**src/rtl/rx_pkg.sv**
```systemverilog
// ----------------------------------------------------------------------------
// rx_pkg
//   Shared types and constants for the RX block-sync path.
//   - Sync header encodings (data / cmd); the other two codes are invalid.
//   - sync_state_t : block-lock state machine states.
//   - Block / payload / span / gearbox buffer widths.
//   - header_ok()  : true for the two legal sync headers.
// ----------------------------------------------------------------------------
package rx_pkg;

    localparam int unsigned c_PAYLOAD_W  = 64;
    localparam int unsigned c_BLOCK_W    = 66;
    // Stage-1 span: a 66b block starting at any offset 0..65.
    localparam int unsigned c_SPAN_W     = 131;
    localparam int unsigned c_BUF_W      = 194;
    localparam int unsigned c_MAX_OFFSET = 65;

    localparam logic [1:0] c_DATA_HEADER = 2'b01;
    localparam logic [1:0] c_CMD_HEADER  = 2'b10;

    typedef enum logic [1:0] {
        HUNT   = 2'd0,
        VERIFY = 2'd1,
        LOCKED = 2'd2
    } sync_state_t;

    function automatic logic header_ok(input logic [1:0] hdr);
        return (hdr == c_DATA_HEADER) || (hdr == c_CMD_HEADER);
    endfunction

endpackage

```
**src/rtl/block_extract.sv**
```systemverilog
// ----------------------------------------------------------------------------
// block_extract
//   Stage 1 of block sync. On each buffer_dv it captures the 131-bit span of
//   the gearbox buffer selected by gbox_cnt together with the header offset k,
//   then presents the 66b block at that offset combinationally in stage 2.
//
// Ports
//   clk_i, rst_ni  : clock, async active-low reset
//   gbox_buffer    : complete gearbox buffer
//   gbox_cnt       : buffer view window index (0..63)
//   buffer_dv      : buffer update strobe
//   block_offset   : seeker-proposed header offset (sampled only in HUNT)
//   hunt           : block sync is currently in HUNT
//   lock_offset    : offset frozen on VERIFY entry
//   header/payload : stage-2 block fields
//   k              : offset used for the stage-2 block
//   v1             : stage-2 block valid strobe
// ----------------------------------------------------------------------------
module block_extract
    import rx_pkg::*;
(
    input  logic                   clk_i,
    input  logic                   rst_ni,
    input  logic [c_BUF_W-1:0]     gbox_buffer,
    input  logic [5:0]             gbox_cnt,
    input  logic                   buffer_dv,
    input  logic [6:0]             block_offset,
    input  logic                   hunt,
    input  logic [6:0]             lock_offset,
    output logic [1:0]             header,
    output logic [c_PAYLOAD_W-1:0] payload,
    output logic [6:0]             k,
    output logic                   v1
);

    logic [c_SPAN_W-1:0]  span_d;
    logic [c_SPAN_W-1:0]  span_q;
    logic [6:0]           k_d;
    logic [6:0]           k_q;
    logic [c_BLOCK_W-1:0] blk;

    // span[130:0] = buffer[193-cnt -: 131]; its LSB sits at bit 63-cnt.
    assign span_d = c_SPAN_W'(gbox_buffer >> (6'd63 - gbox_cnt));

    // Outside HUNT the seeker's proposal is ignored and the frozen offset is
    // reused. Out-of-range proposals clamp to the last legal offset.
    always_comb begin
        k_d = hunt ? block_offset : lock_offset;
        if (k_d > 7'(c_MAX_OFFSET)) begin
            k_d = 7'(c_MAX_OFFSET);
        end
    end

    always_ff @(posedge clk_i or negedge rst_ni) begin
        if (!rst_ni) begin
            span_q <= '0;
            k_q    <= '0;
            v1     <= 1'b0;
        end else begin
            v1 <= buffer_dv;
            if (buffer_dv) begin
                span_q <= span_d;
                k_q    <= k_d;
            end
        end
    end

    // block = span[130-k -: 66]; its LSB sits at bit 65-k (k <= 65).
    assign blk     = c_BLOCK_W'(span_q >> (7'd65 - k_q));
    assign header  = blk[c_BLOCK_W-1 -: 2];
    assign payload = blk[c_PAYLOAD_W-1:0];
    assign k       = k_q;

endmodule

```
**src/rtl/block_sync.sv**
```systemverilog
// ----------------------------------------------------------------------------
// block_sync
//   Block lock and 66b block extraction. Each buffer_dv extracts one block at
//   the current offset, validates its sync header and steps the
//   HUNT / VERIFY / LOCKED machine. While LOCKED every block (including ones
//   with bad headers) is forwarded to the decoder with its raw header.
//   buffer_dv at cycle N -> outputs and state update at N+2.
//
// Parameters
//   LOCK_CNT : consecutive good headers needed to lock (<=127)
//   WIN_LEN  : LOCKED monitoring window length in blocks (<=127)
//   BAD_MAX  : bad headers within one window that drop lock (<=127)
//
// Ports
//   clk_i, rst_ni    : clock, async active-low reset
//   gbox_buffer      : complete gearbox buffer
//   gbox_cnt         : buffer view window index
//   buffer_dv        : buffer data valid strobe
//   block_offset     : header offset proposed by the seeker
//   data_o/header_o  : block payload and raw sync header
//   data_valid_o     : data_o/header_o valid strobe
//   locked_o         : state is LOCKED
//   lock_loss_cnt_o  : saturating count of LOCKED -> HUNT transitions
// ----------------------------------------------------------------------------
module block_sync
    import rx_pkg::*;
#(
    parameter int unsigned LOCK_CNT = 32,
    parameter int unsigned WIN_LEN  = 64,
    parameter int unsigned BAD_MAX  = 16
) (
    input  logic                   clk_i,
    input  logic                   rst_ni,
    input  logic [c_BUF_W-1:0]     gbox_buffer,
    input  logic [5:0]             gbox_cnt,
    input  logic                   buffer_dv,
    input  logic [6:0]             block_offset,
    output logic [c_PAYLOAD_W-1:0] data_o,
    output logic [1:0]             header_o,
    output logic                   data_valid_o,
    output logic                   locked_o,
    output logic [15:0]            lock_loss_cnt_o
);

    sync_state_t            state;
    logic [6:0]             good_cnt;
    logic [6:0]             win_cnt;
    logic [6:0]             bad_cnt;
    logic [6:0]             lock_offset;

    logic [1:0]             hdr;
    logic [c_PAYLOAD_W-1:0] pay;
    logic [6:0]             k;
    logic                   v1;

    logic                   hdr_ok;
    logic [6:0]             good_inc;
    logic [6:0]             win_inc;
    logic [6:0]             bad_inc;

    block_extract u_extract (
        .clk_i        (clk_i),
        .rst_ni       (rst_ni),
        .gbox_buffer  (gbox_buffer),
        .gbox_cnt     (gbox_cnt),
        .buffer_dv    (buffer_dv),
        .block_offset (block_offset),
        .hunt         (state == HUNT),
        .lock_offset  (lock_offset),
        .header       (hdr),
        .payload      (pay),
        .k            (k),
        .v1           (v1)
    );

    assign hdr_ok   = header_ok(hdr);
    assign good_inc = good_cnt + 7'd1;
    assign win_inc  = win_cnt + 7'd1;
    assign bad_inc  = bad_cnt + {6'd0, ~hdr_ok};

    always_ff @(posedge clk_i or negedge rst_ni) begin
        if (!rst_ni) begin
            state           <= HUNT;
            good_cnt        <= '0;
            win_cnt         <= '0;
            bad_cnt         <= '0;
            lock_offset     <= '0;
            data_o          <= '0;
            header_o        <= '0;
            data_valid_o    <= 1'b0;
            locked_o        <= 1'b0;
            lock_loss_cnt_o <= '0;
        end else begin
            data_valid_o <= 1'b0;
            if (v1) begin
                // Emission follows the state on stage-2 entry: the block that
                // locks is not forwarded, the block that unlocks is.
                if (state == LOCKED) begin
                    data_valid_o <= 1'b1;
                    data_o       <= pay;
                    header_o     <= hdr;
                end

                unique case (state)
                    HUNT: begin
                        if (hdr_ok) begin
                            state       <= VERIFY;
                            lock_offset <= k;
                            good_cnt    <= 7'd1;
                        end
                    end

                    VERIFY: begin
                        if (!hdr_ok) begin
                            state    <= HUNT;
                            good_cnt <= '0;
                        end else if (good_inc == 7'(LOCK_CNT)) begin
                            state    <= LOCKED;
                            locked_o <= 1'b1;
                            good_cnt <= good_inc;
                            win_cnt  <= '0;
                            bad_cnt  <= '0;
                        end else begin
                            good_cnt <= good_inc;
                        end
                    end

                    LOCKED: begin
                        // Error limit beats window rollover on the same block.
                        if (bad_inc == 7'(BAD_MAX)) begin
                            state    <= HUNT;
                            locked_o <= 1'b0;
                            good_cnt <= '0;
                            win_cnt  <= '0;
                            bad_cnt  <= '0;
                            if (lock_loss_cnt_o != 16'hFFFF) begin
                                lock_loss_cnt_o <= lock_loss_cnt_o + 16'd1;
                            end
                        end else if (win_inc == 7'(WIN_LEN)) begin
                            win_cnt <= '0;
                            bad_cnt <= '0;
                        end else begin
                            win_cnt <= win_inc;
                            bad_cnt <= bad_inc;
                        end
                    end

                    default: begin
                        state    <= HUNT;
                        locked_o <= 1'b0;
                    end
                endcase
            end
        end
    end

endmodule

```
**config.mk**
```make
export PLATFORM = sky130hd
export DESIGN_NAME = block_sync
export DESIGN_NICKNAME = d
export VERILOG_FILES = /design/src/rtl/rx_pkg.sv /design/src/rtl/block_extract.sv /design/src/rtl/block_sync.sv
export SDC_FILE = /design/constraint.sdc
export NUM_CORES = 2
export LEC_CHECK = 0
export CAP_MARGIN = 10
export CORE_UTILIZATION = 60
export DETAILED_ROUTE_END_ITERATION = 10
export HOLD_SLACK_MARGIN = 0.12
export PLACE_DENSITY = 0.8
export REMOVE_ABC_BUFFERS = 1
export SETUP_SLACK_MARGIN = 0.05
export SKIP_CTS_REPAIR_TIMING = 1
export SLEW_MARGIN = 20
export SYNTH_ARGS = -nofsm -noshare
export SYNTH_HDL_FRONTEND = slang
export SYNTH_HIERARCHICAL = 1
export SYNTH_SLANG_ARGS = --single-unit
```
**constraint.sdc**
```tcl
create_clock -name clk_i -period 11.1 [get_ports clk_i]
set_input_delay 3.33 -clock clk_i [delete_from_list [all_inputs] [get_ports clk_i]]
set_output_delay 3.33 -clock clk_i [all_outputs]
set_load 0.02 [all_outputs]
```
Word level (Yosys, flattened, before mapping)

Cells that the tools add are included.

Bits in registers: 253
Bits of input ports: 210
Output and inout port bits: 84
Logic and storage cells: 73

$add $sub $neg: 6
Order comparisons: 1
Equality and inequality tests: 13
Shift-type cells: 2
Multiplexer cells: 25
Bitwise gates (word level): 2
Reductions and logical operators: 11

Operators with widths:

| kind                                                  | number |
|---|---|
| >> shifter 194 x 6 -> 131 bit                         | 1 |
| >> shifter 131 x 7 -> 66 bit                          | 1 |
| two-way mux 7 bit                                     | 11 |
| one-hot mux 7 bit (2 select lines)                    | 2 |
| one-hot mux 7 bit (3 select lines)                    | 1 |
| adder 16 x 1 -> 16 bit (second input constant)        | 1 |
| != test 16 bit (second input constant)                | 1 |
| AND reduction 4 bit                                   | 4 |
| adder 7 x 1 -> 7 bit (second input constant)          | 2 |
| two-way mux 2 bit                                     | 4 |
| adder 7 x 1 -> 7 bit                                  | 1 |
| equality test 7 x 5 -> 1 bit (second input constant)  | 1 |
| equality test 7 x 6 -> 1 bit (second input constant)  | 1 |
| equality test 7 bit (second input constant)           | 1 |
| greater-than comparator 7 bit (second input constant) | 1 |
| subtractor 7 bit (first input constant)               | 1 |
| != test 2 bit (second input constant)                 | 3 |
| one-hot mux 2 bit (3 select lines)                    | 1 |
| subtractor 6 bit (first input constant)               | 1 |
| two-way mux 1 bit                                     | 5 |
| AND reduction 5 bit                                   | 1 |
| equality test 2 x 1 -> 1 bit (second input constant)  | 2 |
| equality test 2 bit (second input constant)           | 2 |
| != test 3 bit (second input constant)                 | 1 |
| 9 further kinds                                       | 10 |

Depth between registers and ports, before layout

Depth after elaboration: 9
Gate-level depth with buffers: 27
Mapped depth without buffers: 19

Modules after synthesis

The synthesis kept the hierarchy.

Modules (own cells, without submodules):

| module        | instances | cells an instance | area each (sq um) | seq. area each (sq um) |
|---|---|---|---|---|
| block_extract | 1         | 3117              | 26336.5           | 3478.3 |
| block_sync    | 1         | 557               | 5171.2            | 2852.7 |

Worst setup path before layout

OpenSTA, ideal clock, no wires.

Path kind: register to register
From: register u_extract.k_q[1], in the netlist u_extract/k[1]
To: register lock_loss_cnt_o[1]
Library setup time: 0.125 ns
Arrival time: 5.949 ns
Required time: 10.975 ns
Setup slack: 5.026 ns
Cell stages (with the launch flop): 27
Path buffers: 7
Clock period less this slack: 6.074 ns
Cell sequence: dfrtp_1 > buf_2 > buf_4 > buf_2 > buf_4 > buf_2 > inv_1 > ha_1 > xnor2_1 > buf_2 > buf_2 > mux2i_1 > mux2i_1 > a22o_1 > a221oi_1 > nand2_1 > nand2_1 > xor2_1 > inv_1 > ha_1 > ha_1 > xor2_1 > or3_4 > o31ai_4 > nand3_2 > nor2_1 > mux2_2

Word-level cells in the longest chain between the ends: 8
Elaborated cells on any way between the ends: 9
Those cells by class: 2 x add/sub; 3 x eq/ne; 1 x shift; 1 x bitwise; 2 x reduce/logical

RTL lines:

| element                                                                    | RTL line            | RTL |
|---|---|---|
| start, declared                                                            | block_extract.sv:39 | `logic [6:0] k_q;` |
| start signal, assigned                                                     | block_extract.sv:63 | `k_q <= k_d;` |
| subtractor 7 bit *                                                         | block_extract.sv:69 | `assign blk = c_BLOCK_W'(span_q >> (7'd65 - k_q));` |
| >> shifter 131 x 7 -> 66 bit *                                             | block_extract.sv:69 |  |
| net hdr[1]                                                                 | block_sync.sv:51    | `logic [1:0] hdr;` |
| equality test 2 x 1 -> 1 bit / equality test 2 bit (equally long branches) | rx_pkg.sv:28        | `return (hdr == c_DATA_HEADER) \|\| (hdr == c_CMD_HEADER);` |
| logical OR 1 bit *                                                         | rx_pkg.sv:28        |  |
| inverter 1 bit *                                                           | block_sync.sv:79    | `assign bad_inc = bad_cnt + {6'd0, ~hdr_ok};` |
| adder 7 x 1 -> 7 bit *                                                     | block_sync.sv:79    |  |
| equality test 7 x 5 -> 1 bit *                                             | block_sync.sv:130   | `if (bad_inc == 7'(BAD_MAX)) begin` |
| AND reduction 4 bit (no source line) *                                     | --                  |  |
| end signal, assigned                                                       | block_sync.sv:137   | `lock_loss_cnt_o <= lock_loss_cnt_o + 16'd1;` |
| end, declared                                                              | block_sync.sv:42    | `output logic [15:0] lock_loss_cnt_o` |

The timed path passes the listed nets; every way through them passes the cells marked *.
A chain may end at the register's enable or synchronous reset.

Worst setup path after layout

Ends and elaborated chain as after synthesis.

==> impl_results.md <==
- Fin crit period: about 7000 ps
- Pwr Density: 292 nW/µm²
- Die ar.: 53400 µm²
- Total of max-cap violations: 0
- Critical path cell sequence: inv_1 > ha_4 > xnor2_2 > buf_4 > mux4_2 > mux2i_1 > a22o_1 > a221oi_1 > nand2_1 > nand2_1 > xor2_1 > inv_1 > ha_1 > ha_1 > xor2_1 > or3_4 > o31ai_4 > nand3_2 > nor2_1 > mux2_2
- Share of cells above drive strength 1: 16.8%
- CP Max Fanout: 54
- Delay-heaviest family, CP: compound AO/OA/AOI/OAI gates
- Final WL: 121 mm
- Routed wl met2: 52.7 mm
- Top_reg_cell synth: dfrtp_1
- Synthesized area per cell: 8.58 µm²
- Max-slew headroom: between 20 and 25%
- Critical path data arrival time: 7620 ps
- Drt wl/cell: 27.5 µm
- Worst-case clock buffer depth: 3
- Ports: 294
- Synthesis-to-layout area growth: 12.1%
- Worst Setup Path Type: register to register
- Cell area after layout: 35300 µm²
- VDD IR-drop max: between 200 and 300 µV
- Congestion Overflow GR: 0
- Remaining DRCs: 0
- Post-Syn Area: around 32000 µm²
- Initial antenna violation count: 1
- Unrepaired setup endpoints after global routing: no
- First-pass GRT wire length: 183 mm
- Placed Instance Area: approximately 34000 µm²
- Row Count: 83
- Router iterations before antenna repair: 9
- Final Hold Viols: 0
- Vias in the first global route: 29761
- CTS tree: built
- Die H: 231 µm
- Leak: between 0.01 and 0.015 µW
- DP HPWL: slightly above 90 mm
- Met1 Wirelength: 46.4 mm
- 1st-iter DRT viols: 4990
- Setup TNS: 0 ps
- Max Used Layer: met4
- Root Buffer: clkbuf_16
- Worst Max-Slew Pin Slew: between 1000 and 1500 ps
- CP peak stage delay: about 910 ps
- Layout net count: 3929
- CTS buffer count: 29
- CP startpoint kind: register
- CP Capture Type: register
- Run status: finished clean
- Fin cells: 4409
- Post-route clock period utilization: 64.3%
- Crit path buf inv count: 3
- Clock sinks: between 200 and 300
- Die width: 231 µm
- Max Slew Vio Count: 0
- Clock Skews: between 20 and 25 ps
- Post-synth cell types: 83
- ANT nets after route: 0
- Htree depth: 1
- Post-synthesis async set-or-reset flop share: between 90% and 100%
- Largest net degree at the start of global routing: 149
- Critical path required time: ~12000 ps
- CP max stage cell: dfrtp_4
- Met3 WL: between 10 and 15 mm
- Floorplan core area: between 50000 and 60000 µm²
- HP Class: register to register
- Clk_lat worst skew: 600 ps
- GRT Total Usage: 44.5%
- Seq/Total Area, Yosys: about a fifth
- Yosys warnings: 6
- Max Freq: 140 MHz
- Vias: 32230
- Synth Instances: 3674
- Number of flops mapped to enable cells by yosys: 0
- Reg clk slew, reported paths: 60 ps
- Gpl congestion: 1.08
- Count of input and output buffers: 293
- Inst Count DP: between 4000 and 5000
- Initial Util: between 60 and 70%
- Util after Layout: 68.4%
- Yosys reg bits: 253
- Routed vias/inst: 7.31
- # setup viols final: 0
-- where the power goes --
group          switching, µW  internal [µW]
Clock                    411            554
Combinational           5310           2810
Sequential               206           1030
Total                   5930           4390
-- sequential cells by signal, summed over array words and instances, names as in the netlist --
| name | count |
|---|---|
| lock_offset | 7 |
| lock_loss_cnt_o | 16 |
| header_o | 2 |
| u_extract/k | 7 |
| data_o | 64 |
| u_extract/span_q | 131 |
| data_valid_o | 1 |
| locked_o | 1 |
| u_extract/v1 | 1 |
| state | 2 |
| good_cnt | 7 |
| win_cnt | 7 |
| bad_cnt | 7 |
-- cell type report --
| type | instances | area (µm²) |
|---|---|---|
| Antenna cell | 1 | 2.50 |
| Clock buffer | 38 | 800 |
| Clock inverter | 12 | 141 |
| Fill cell | 4138 | 16300 |
| Inverter | 68 | 263 |
| Multi-Input combinational cell | 3013 | 23600 |
| Sequential cell | 253 | 6340 |
| Tap cell | 680 | 851 |
| Timing Repair Buffer | 344 | 3360 |
-- metrics by stage --
step	total power, µW	setup WS, ps	hold WS, ps
finish	10300	3960	468
global placement	9000	4180	458
detailed placement	8940	4050	461
floorplan	6440	-4090	459
global route	10600	3570	488
CTS	9930	4020	476
-- placed cells by master, fill, tap and decap left out, types with 29 or more instances in the layout --
master           instances
a211oi_1                35
a21oi_1                134
a31oi_1                 58
buf_4                   50
clkbuf_16               29
clkdlybuf4s50_1        286
dfrtp_1                251
inv_1                   61
mux2_2                 222
mux2i_1                372
mux4_2                 257
nand2_1                689
nand2b_1               100
nand3_1                 69
nor2_1                 348
nor3_1                  38
o211ai_1                47
o21ai_0                180
o221ai_1               130
-- final timing paths --
kind	start	end	slack, ps	cells after the start
max	u_extract/k[1]$_DFFE_PN0P_	lock_loss_cnt_o[1]$_DFFE_PN0P_	3960	20
min	data_o[11]$_DFFE_PN0P_	data_o[11]$_DFFE_PN0P_	470	2
max reg2reg	u_extract/k[1]$_DFFE_PN0P_	lock_loss_cnt_o[1]$_DFFE_PN0P_	3960	20
min reg2reg	data_o[11]$_DFFE_PN0P_	data_o[11]$_DFFE_PN0P_	470	2
max in group asynchronous	rst_ni	u_extract/span_q[33]$_DFFE_PN0P_	7250	2
min in group asynchronous	rst_ni	data_o[46]$_DFFE_PN0P_	2680	1
-- Yosys cell counts, types with 62 or more instances --
cell type	number	area, µm²
nand2_1	693	2600
o221ai_1	130	1140
mux2i_1	373	3730
a21oi_1	135	676
clkbuf_1	196	736
nor2_1	350	1310
mux2_2	222	2500
dfrtp_1	253	6330
o21ai_0	180	901
mux4_2	257	5790
nand2b_1	100	626
buf_2	76	380
inv_1	62	233
nand3_1	69	345
-- logic make-up after synthesis --
| family | after synthesis | share of synthesized area (%) |
|---|---|---|
| adder cells (fa/ha/maj) | 10 | 0.397 |
| flip-flops | 253 | 20.1 |
| AND/OR/NAND/NOR | 1333 | 17.9 |
| multiplexers | 853 | 38.2 |
| XOR/XNOR | 21 | 0.584 |
| AO/OA/AOI/OAI | 796 | 17.4 |
| buffers and inverters | 408 | 5.41 |
-- layer usage --
layer,up-vias,global-route usage [%]
met4,0,25.0
met3,467,7.31
met5,-,0
met2,2466,67.4
met1,15429,60.7
li1,13868,-
-- worst register-to-register path, stage by stage, from the launching register on --
cell and delay, ps:
dfrtp_4 910, inv_1 250, ha_4 260, xnor2_2 190
buf_4 580, mux4_2 440, mux2i_1 170, a22o_1 350
a221oi_1 730, nand2_1 130, nand2_1 120, xor2_1 380
inv_1 180, ha_1 250, ha_1 260, xor2_1 190
or3_4 380, o31ai_4 320, nand3_2 330, nor2_1 270
mux2_2 350
Note: power is estimated with default switching activity, not from simulation.
